### src/rtl/adc_fir_feeder.sv
`default_nettype none
// ============================================================================
// Module   : adc_fir_feeder
// Purpose  : Clocks one 16-bit sample out of a 3-wire serial ADC, hands it to
//            the 4-tap FIR filter as a parallel word with a one-cycle enable,
//            waits for the filter's done flag and captures the 18-bit result
//            into a valid/ready output register with sticky overrun.
// Revision : 1.0 - initial release
// ============================================================================
module adc_fir_feeder #(
  parameter int SCLK_DIV = 2,  // clk cycles per sclk half-period (>=1)
  parameter int CONV_GAP = 2   // cs_n-high cycles between conversions (>=1)
) (
  input  logic        clk,
  input  logic        rst_n,
  input  logic        start,
  output logic        adc_cs_n,
  output logic        adc_sclk,
  input  logic        adc_sdo,
  output logic [15:0] fir_data,
  output logic        fir_enable,
  input  logic        fir_done,
  input  logic [17:0] fir_result,
  output logic [17:0] res_data,
  output logic        res_valid,
  input  logic        res_ready,
  output logic        overrun,
  output logic        busy
);

  // Counter widths; a one-wide counter still works when the terminal count is 0.
  localparam int c_DIV_W = (SCLK_DIV > 1) ? $clog2(SCLK_DIV) : 1;
  localparam int c_GAP_W = (CONV_GAP > 1) ? $clog2(CONV_GAP) : 1;

  localparam logic [c_DIV_W-1:0] c_DIV_LAST    = c_DIV_W'(SCLK_DIV - 1);
  localparam logic [c_GAP_W-1:0] c_GAP_LAST    = c_GAP_W'(CONV_GAP - 1);
  // 16 full sclk periods are 32 toggles; the last one is a falling edge.
  localparam logic [4:0]         c_LAST_TOGGLE = 5'd31;

  typedef enum logic [2:0] {
    S_IDLE = 3'd0,
    S_CONV = 3'd1,
    S_LOAD = 3'd2,
    S_WAIT = 3'd3,
    S_GAP  = 3'd4
  } state_t;

  state_t r_state;
  state_t w_next_state;

  logic [c_DIV_W-1:0] r_div_cnt;
  logic [4:0]         r_tog_cnt;
  logic               r_sclk;
  logic [15:0]        r_shift;
  logic [c_GAP_W-1:0] r_gap_cnt;
  logic [15:0]        r_fir_data;
  logic               r_fir_enable;
  logic [17:0]        r_res_data;
  logic               r_res_valid;
  logic               r_overrun;

  logic w_sclk_toggle;
  logic w_sclk_rise;
  logic w_conv_done;
  logic w_gap_done;
  logic w_result_in;
  logic w_capture;
  logic w_drop;
  logic w_cs_n;
  logic w_busy;

  // Event decode shared by the FSM and the datapath registers.
  always_comb begin
    w_sclk_toggle = (r_state == S_CONV) && (r_div_cnt == c_DIV_LAST);
    w_sclk_rise   = w_sclk_toggle && !r_sclk;
    w_conv_done   = w_sclk_toggle && (r_tog_cnt == c_LAST_TOGGLE);
    w_gap_done    = (r_state == S_GAP) && (r_gap_cnt == c_GAP_LAST);
    // A done flag outside WAIT belongs to nothing we launched, so it is ignored.
    w_result_in   = (r_state == S_WAIT) && fir_done;
    w_capture     = w_result_in && (!r_res_valid || res_ready);
    w_drop        = w_result_in && r_res_valid && !res_ready;
  end

  // State register.
  always_ff @(posedge clk) begin
    if (!rst_n) begin
      r_state <= S_IDLE;
    end else begin
      r_state <= w_next_state;
    end
  end

  // Next-state logic and state-decoded outputs.
  always_comb begin
    w_next_state = r_state;
    w_cs_n       = 1'b1;
    w_busy       = 1'b1;
    case (r_state)
      S_IDLE: begin
        w_busy = 1'b0;
        if (start) begin
          w_next_state = S_CONV;
        end
      end
      S_CONV: begin
        w_cs_n = 1'b0;
        if (w_conv_done) begin
          w_next_state = S_LOAD;
        end
      end
      S_LOAD: begin
        w_next_state = S_WAIT;
      end
      S_WAIT: begin
        if (fir_done) begin
          w_next_state = S_GAP;
        end
      end
      S_GAP: begin
        // Start is only re-examined here, so dropping it never aborts a sample.
        if (w_gap_done) begin
          w_next_state = start ? S_CONV : S_IDLE;
        end
      end
      default: begin
        w_next_state = S_IDLE;
      end
    endcase
  end

  // Serial clock generator: half-period divider and toggle counter, parked low outside CONV.
  always_ff @(posedge clk) begin
    if (!rst_n) begin
      r_div_cnt <= '0;
      r_tog_cnt <= '0;
      r_sclk    <= 1'b0;
    end else if (r_state == S_CONV) begin
      if (w_sclk_toggle) begin
        r_div_cnt <= '0;
        r_tog_cnt <= r_tog_cnt + 5'd1;
        r_sclk    <= ~r_sclk;
      end else begin
        r_div_cnt <= r_div_cnt + c_DIV_W'(1);
      end
    end else begin
      r_div_cnt <= '0;
      r_tog_cnt <= '0;
      r_sclk    <= 1'b0;
    end
  end

  // Sample shift register: ADC data enters the LSB on every sclk rising edge.
  always_ff @(posedge clk) begin
    if (!rst_n) begin
      r_shift <= '0;
    end else if (w_sclk_rise) begin
      r_shift <= {r_shift[14:0], adc_sdo};
    end
  end

  // Inter-conversion gap counter, restarted on every GAP entry.
  always_ff @(posedge clk) begin
    if (!rst_n) begin
      r_gap_cnt <= '0;
    end else if (r_state == S_GAP) begin
      r_gap_cnt <= r_gap_cnt + c_GAP_W'(1);
    end else begin
      r_gap_cnt <= '0;
    end
  end

  // Filter handoff: word loaded in LOAD, enable pulses in the cycle after LOAD.
  always_ff @(posedge clk) begin
    if (!rst_n) begin
      r_fir_data   <= '0;
      r_fir_enable <= 1'b0;
    end else begin
      r_fir_enable <= (r_state == S_LOAD);
      if (r_state == S_LOAD) begin
        r_fir_data <= r_shift;
      end
    end
  end

  // Result register: capture beats consumption; a result arriving on a full, stalled register is dropped.
  always_ff @(posedge clk) begin
    if (!rst_n) begin
      r_res_data  <= '0;
      r_res_valid <= 1'b0;
      r_overrun   <= 1'b0;
    end else begin
      if (w_capture) begin
        r_res_data  <= fir_result;
        r_res_valid <= 1'b1;
      end else if (r_res_valid && res_ready) begin
        r_res_valid <= 1'b0;
      end
      if (w_drop) begin
        r_overrun <= 1'b1;
      end
    end
  end

  assign adc_cs_n   = w_cs_n;
  assign adc_sclk   = r_sclk;
  assign fir_data   = r_fir_data;
  assign fir_enable = r_fir_enable;
  assign res_data   = r_res_data;
  assign res_valid  = r_res_valid;
  assign overrun    = r_overrun;
  assign busy       = w_busy;

endmodule
`default_nettype wire

### config.mk
export PLATFORM = sky130hd
export DESIGN_NAME = adc_fir_feeder
export DESIGN_NICKNAME = d
export VERILOG_FILES = /design/src/rtl/adc_fir_feeder.sv
export SDC_FILE = /design/constraint.sdc
export NUM_CORES = 1
export LEC_CHECK = 0
export CAP_MARGIN = 20
export CORE_MARGIN = 4
export CORE_UTILIZATION = 52
export DETAILED_ROUTE_END_ITERATION = 6
export GPL_ROUTABILITY_DRIVEN = 1
export HOLD_SLACK_MARGIN = 0.02
export PLACE_DENSITY = 0.84
export SYNTH_ARGS = -nofsm -noshare
export SYNTH_HDL_FRONTEND = slang
export SYNTH_SLANG_ARGS = --single-unit
### constraint.sdc
create_clock -name clk -period 2 [get_ports clk]
set_input_delay 0.5 -clock clk [delete_from_list [all_inputs] [get_ports clk]]
set_output_delay 0.5 -clock clk [all_outputs]
set_load 0.05 [all_outputs]
==> impl_metrics.csv <==
group,metric,value,unit
outcome,status,"finished, final reports clean",
timing,hold_violations,0,
floorplanning,die_w,78.1,µm
final_layout,antennaDiodeCount,0,
final_layout,final_area,0.00340,mm²
worst_setup_path,setup.worst_path.start_class,"register",
clock_tree,postCtsSetupBuffers,0,
timing,max_freq,511,MHz
worst_setup_path,cp.required,1.50,ns
floorplanning,placeableCoreArea,0.00475,mm²
timing,period_needed,1.96,ns
floorplanning,die_height,78.1,µm
grt,grt_antenna_before_repair,0,
worst_setup_path,path_cells,"clkdlybuf4s50_1",
placement,preCtsSetupSlack,0.107,ns
clock_tree,clock_latency,0.33,ns
worst_setup_path,crit_path_end_kind,"output pin",
final_layout,multi_input_comb_area,0.00112,mm²
placement,io_buffers,63,
power,power_density,722,mW/mm²
synthesis,synth-async-reset-ratio,0,%
timing,setup_tns,0,ns
floorplanning,die-area,0.00609,mm²
placement,gp_congestion,0.683,
clock_tree,clkSinkCount,64,
synthesis,synth_top_family_by_area,"simple AND/OR/NAND/NOR gates",
synthesis,synthMuxAreaShare,14.1,%
clock_tree,cts-root-buf,"clkbuf_8",
synthesis,synth_edf_count,0,
grt,grt_pass1_wl,8170,µm
timing,slew_headroom,64.3,%
final_layout,fillers,394,
placement,dp.cells,381,
timing,setup_violations,0,
worst_setup_path,criticalPathCategory,"reg2out",
timing,skew,0.00775,ns
final_layout,regArea,0.00128,mm²
detailed_routing,drt_iter0_drc,40,
final_layout,area_growth,33.3,%
synthesis,avgSynthCellArea,9.67,µm²
synthesis,synth.distinct_cells,34,
worst_setup_path,crit_buf_inv,1,
final_layout,drive_gt1_share,10.3,%
synthesis,synthCells,264,
power,vdd_ir_drop_max,0.466,mV
synthesis,yosys.area_share.simple,21.0,%
timing,fin_ws,0.0434,ns
grt,grt_start_max_net_pins,31,
clock_tree,hold_buffers,0,
synthesis,synth-seq-cells,64,
worst_setup_path,critical_path.slowest_cell,"clkdlybuf4s50_1",
floorplanning,ioPinCount,64,
floorplanning,fp-row-count,25,
synthesis,synth_area_leaders,"dfxtp_1 (50%), mux2i_1 (14%), nand2_1 (13%), a21boi_1 (2.6%), buf_6 (2.6%)",
placement,dp_hpwl,3370,µm
timing,timing.final.crit_share,97.8,%
synthesis,dominantRegCellSynth,"dfxtp_1",
detailed_routing,vias,1898,
grt,grt_pass1_vias,1859,
floorplanning,initial_core_util,53.7,%
detailed_routing,viasPerCell,4.78,
synthesis,syn_nets,290,
final_layout,final_cell_mix,"nand2_1 (88), dfxtp_1 (63), mux2i_1 (36)",
clock_tree,htreeDepth,3,
power,p_leak,1.84,nW
power,p_total,2.46,mW
synthesis,synth_compound_area_share,6.42,%
grt,grt_remaining_overflow,0,
synthesis,synth_xor_area_share,1.37,%
timing,slew_violations,0,
final_layout,finalNonFillerCells,397,
clock_tree,cts_tree,"done",
detailed_routing,dr.pass1.iters,4,
worst_setup_path,critPathTopFamily,"buffers and inverters",
timing,tightest_slew,0.535,ns
timing,rsz0062_at_grt,"false",
worst_setup_path,arrival,1.46,ns
worst_setup_path,max_stage_delay,0.80,ns
synthesis,synth-seq-area-share,50.2,%
detailed_routing,postRouteAntennaNets,0,
synthesis,yosys_warnings,0,
placement,placed_area,0.00315,mm²
min_path,min-delay-path-class,"reg2reg",
clock_tree,clkSlewWorstSetupHoldPaths,0.07,ns
synthesis,synthAdderAreaFrac,0.980,%
worst_setup_path,cp_max_fo,2,
synthesis,syn_area,0.00255,mm²
synthesis,yosys.area.top_type,"dfxtp_1",
clock_tree,cts_inserted_buffers,9,
worst_setup_path,r2r_slack,0.42,ns
final_layout,final_common_cell,"nand2_1",
grt,grt.total_usage,16.9,%
clock_tree,clk_path_buf_depth,2,
synthesis,synth_top_cell_area_share,50.2,%
detailed_routing,drt-wirelength-per-cell,12.3,µm
flow_run,cap_violations,0,
detailed_routing,drc,0,
detailed_routing,routed_wl,4890,µm
final_layout,num-nets-final,351,
path summary, 6_finish.rpt:
kind	depth (start not counted)	to	from
worst max register to register	3	fir_data[6]$_SDFFE_PN0P_	r_state[1]$_SDFFE_PN0P_
worst min-delay path	2	fir_data[10]$_SDFFE_PN0P_	fir_data[10]$_SDFFE_PN0P_
worst max-delay path	1	res_data[4]	res_data[4]$_SDFFE_PN0P_
worst min register to register	2	fir_data[10]$_SDFFE_PN0P_	fir_data[10]$_SDFFE_PN0P_
final cells by class:
cell class | instances | share of cell area (%)
timing repair buffer | 69 | 21.2
inverter | 2 | 0.221
clock inverter | 6 | 1.77
clock buffer | 10 | 3.75
multi-input combinational | 179 | 32.9
sequential | 64 | 37.7
tap | 67 | 2.46
routing by layer:
layer / routed length (µm) / up-vias / track usage [%] / share of wire, %
met1: 2140 / 867 / 19.9 / 44
met5: 0 / - / 0 / 0
li1: - / 983 / - / -
met4: 91 / 0 / 8.92 / 1.9
met2: 2440 / 42 / 28.3 / 50
met3: 221 / 6 / 4.13 / 4.5
report_power, final:
group	total, mW	switching (mW)	internal (mW)
Combinational	0.129	0.0602	0.0689
Clock	1.04	0.469	0.569
Sequential	1.29	0.0106	1.28
Yosys cell counts (all sizes together) (2+ instances only):
cell    instances
dfxtp          64
xnor2           2
nand3b          2
a21boi         17
nand2b          2
nor2            9
mux2i          36
and2            2
o21a            3
buf            12
ha              2
inv             2
nor3b           2
xor2            2
nand2          88
clkbuf          7
metrics by stage:
stage               hold WS, ns  util [%]
floorplan                 0.431         -
global placement          0.441      66.2
detailed placement        0.445      66.2
CTS                       0.454      70.1
global route              0.468      71.6
finish                    0.449      71.6
cell families (layout without fill, tap and decap cells):
logic type	count (synthesis)	count (layout)
and+or+nand+nor	115	115
DFF	64	64
muxes	36	36
AOI/OAI and AO/OA	22	22
buffers and inverters	21	87
xor gates and xnor gates	4	4
adders and majority gates	2	2
flip-flops by register name (all words and copies together) (netlist names), 3 cells and up:
| name | cells |
|---|---|
| r_tog_cnt | 5 |
| fir_data | 16 |
| r_shift | 16 |
| res_data | 18 |
| r_state | 3 |
repair_timing:
| action | CTS | global route |
|---|---|---|
| endpoints found under the setup margin | 2 | 29 |
| hold endpoints to repair | 0 | 0 |
| gates cloned | 0 | 0 |
| resized for setup | 2 | 29 |
Note: power is estimated with default switching activity, not from simulation.
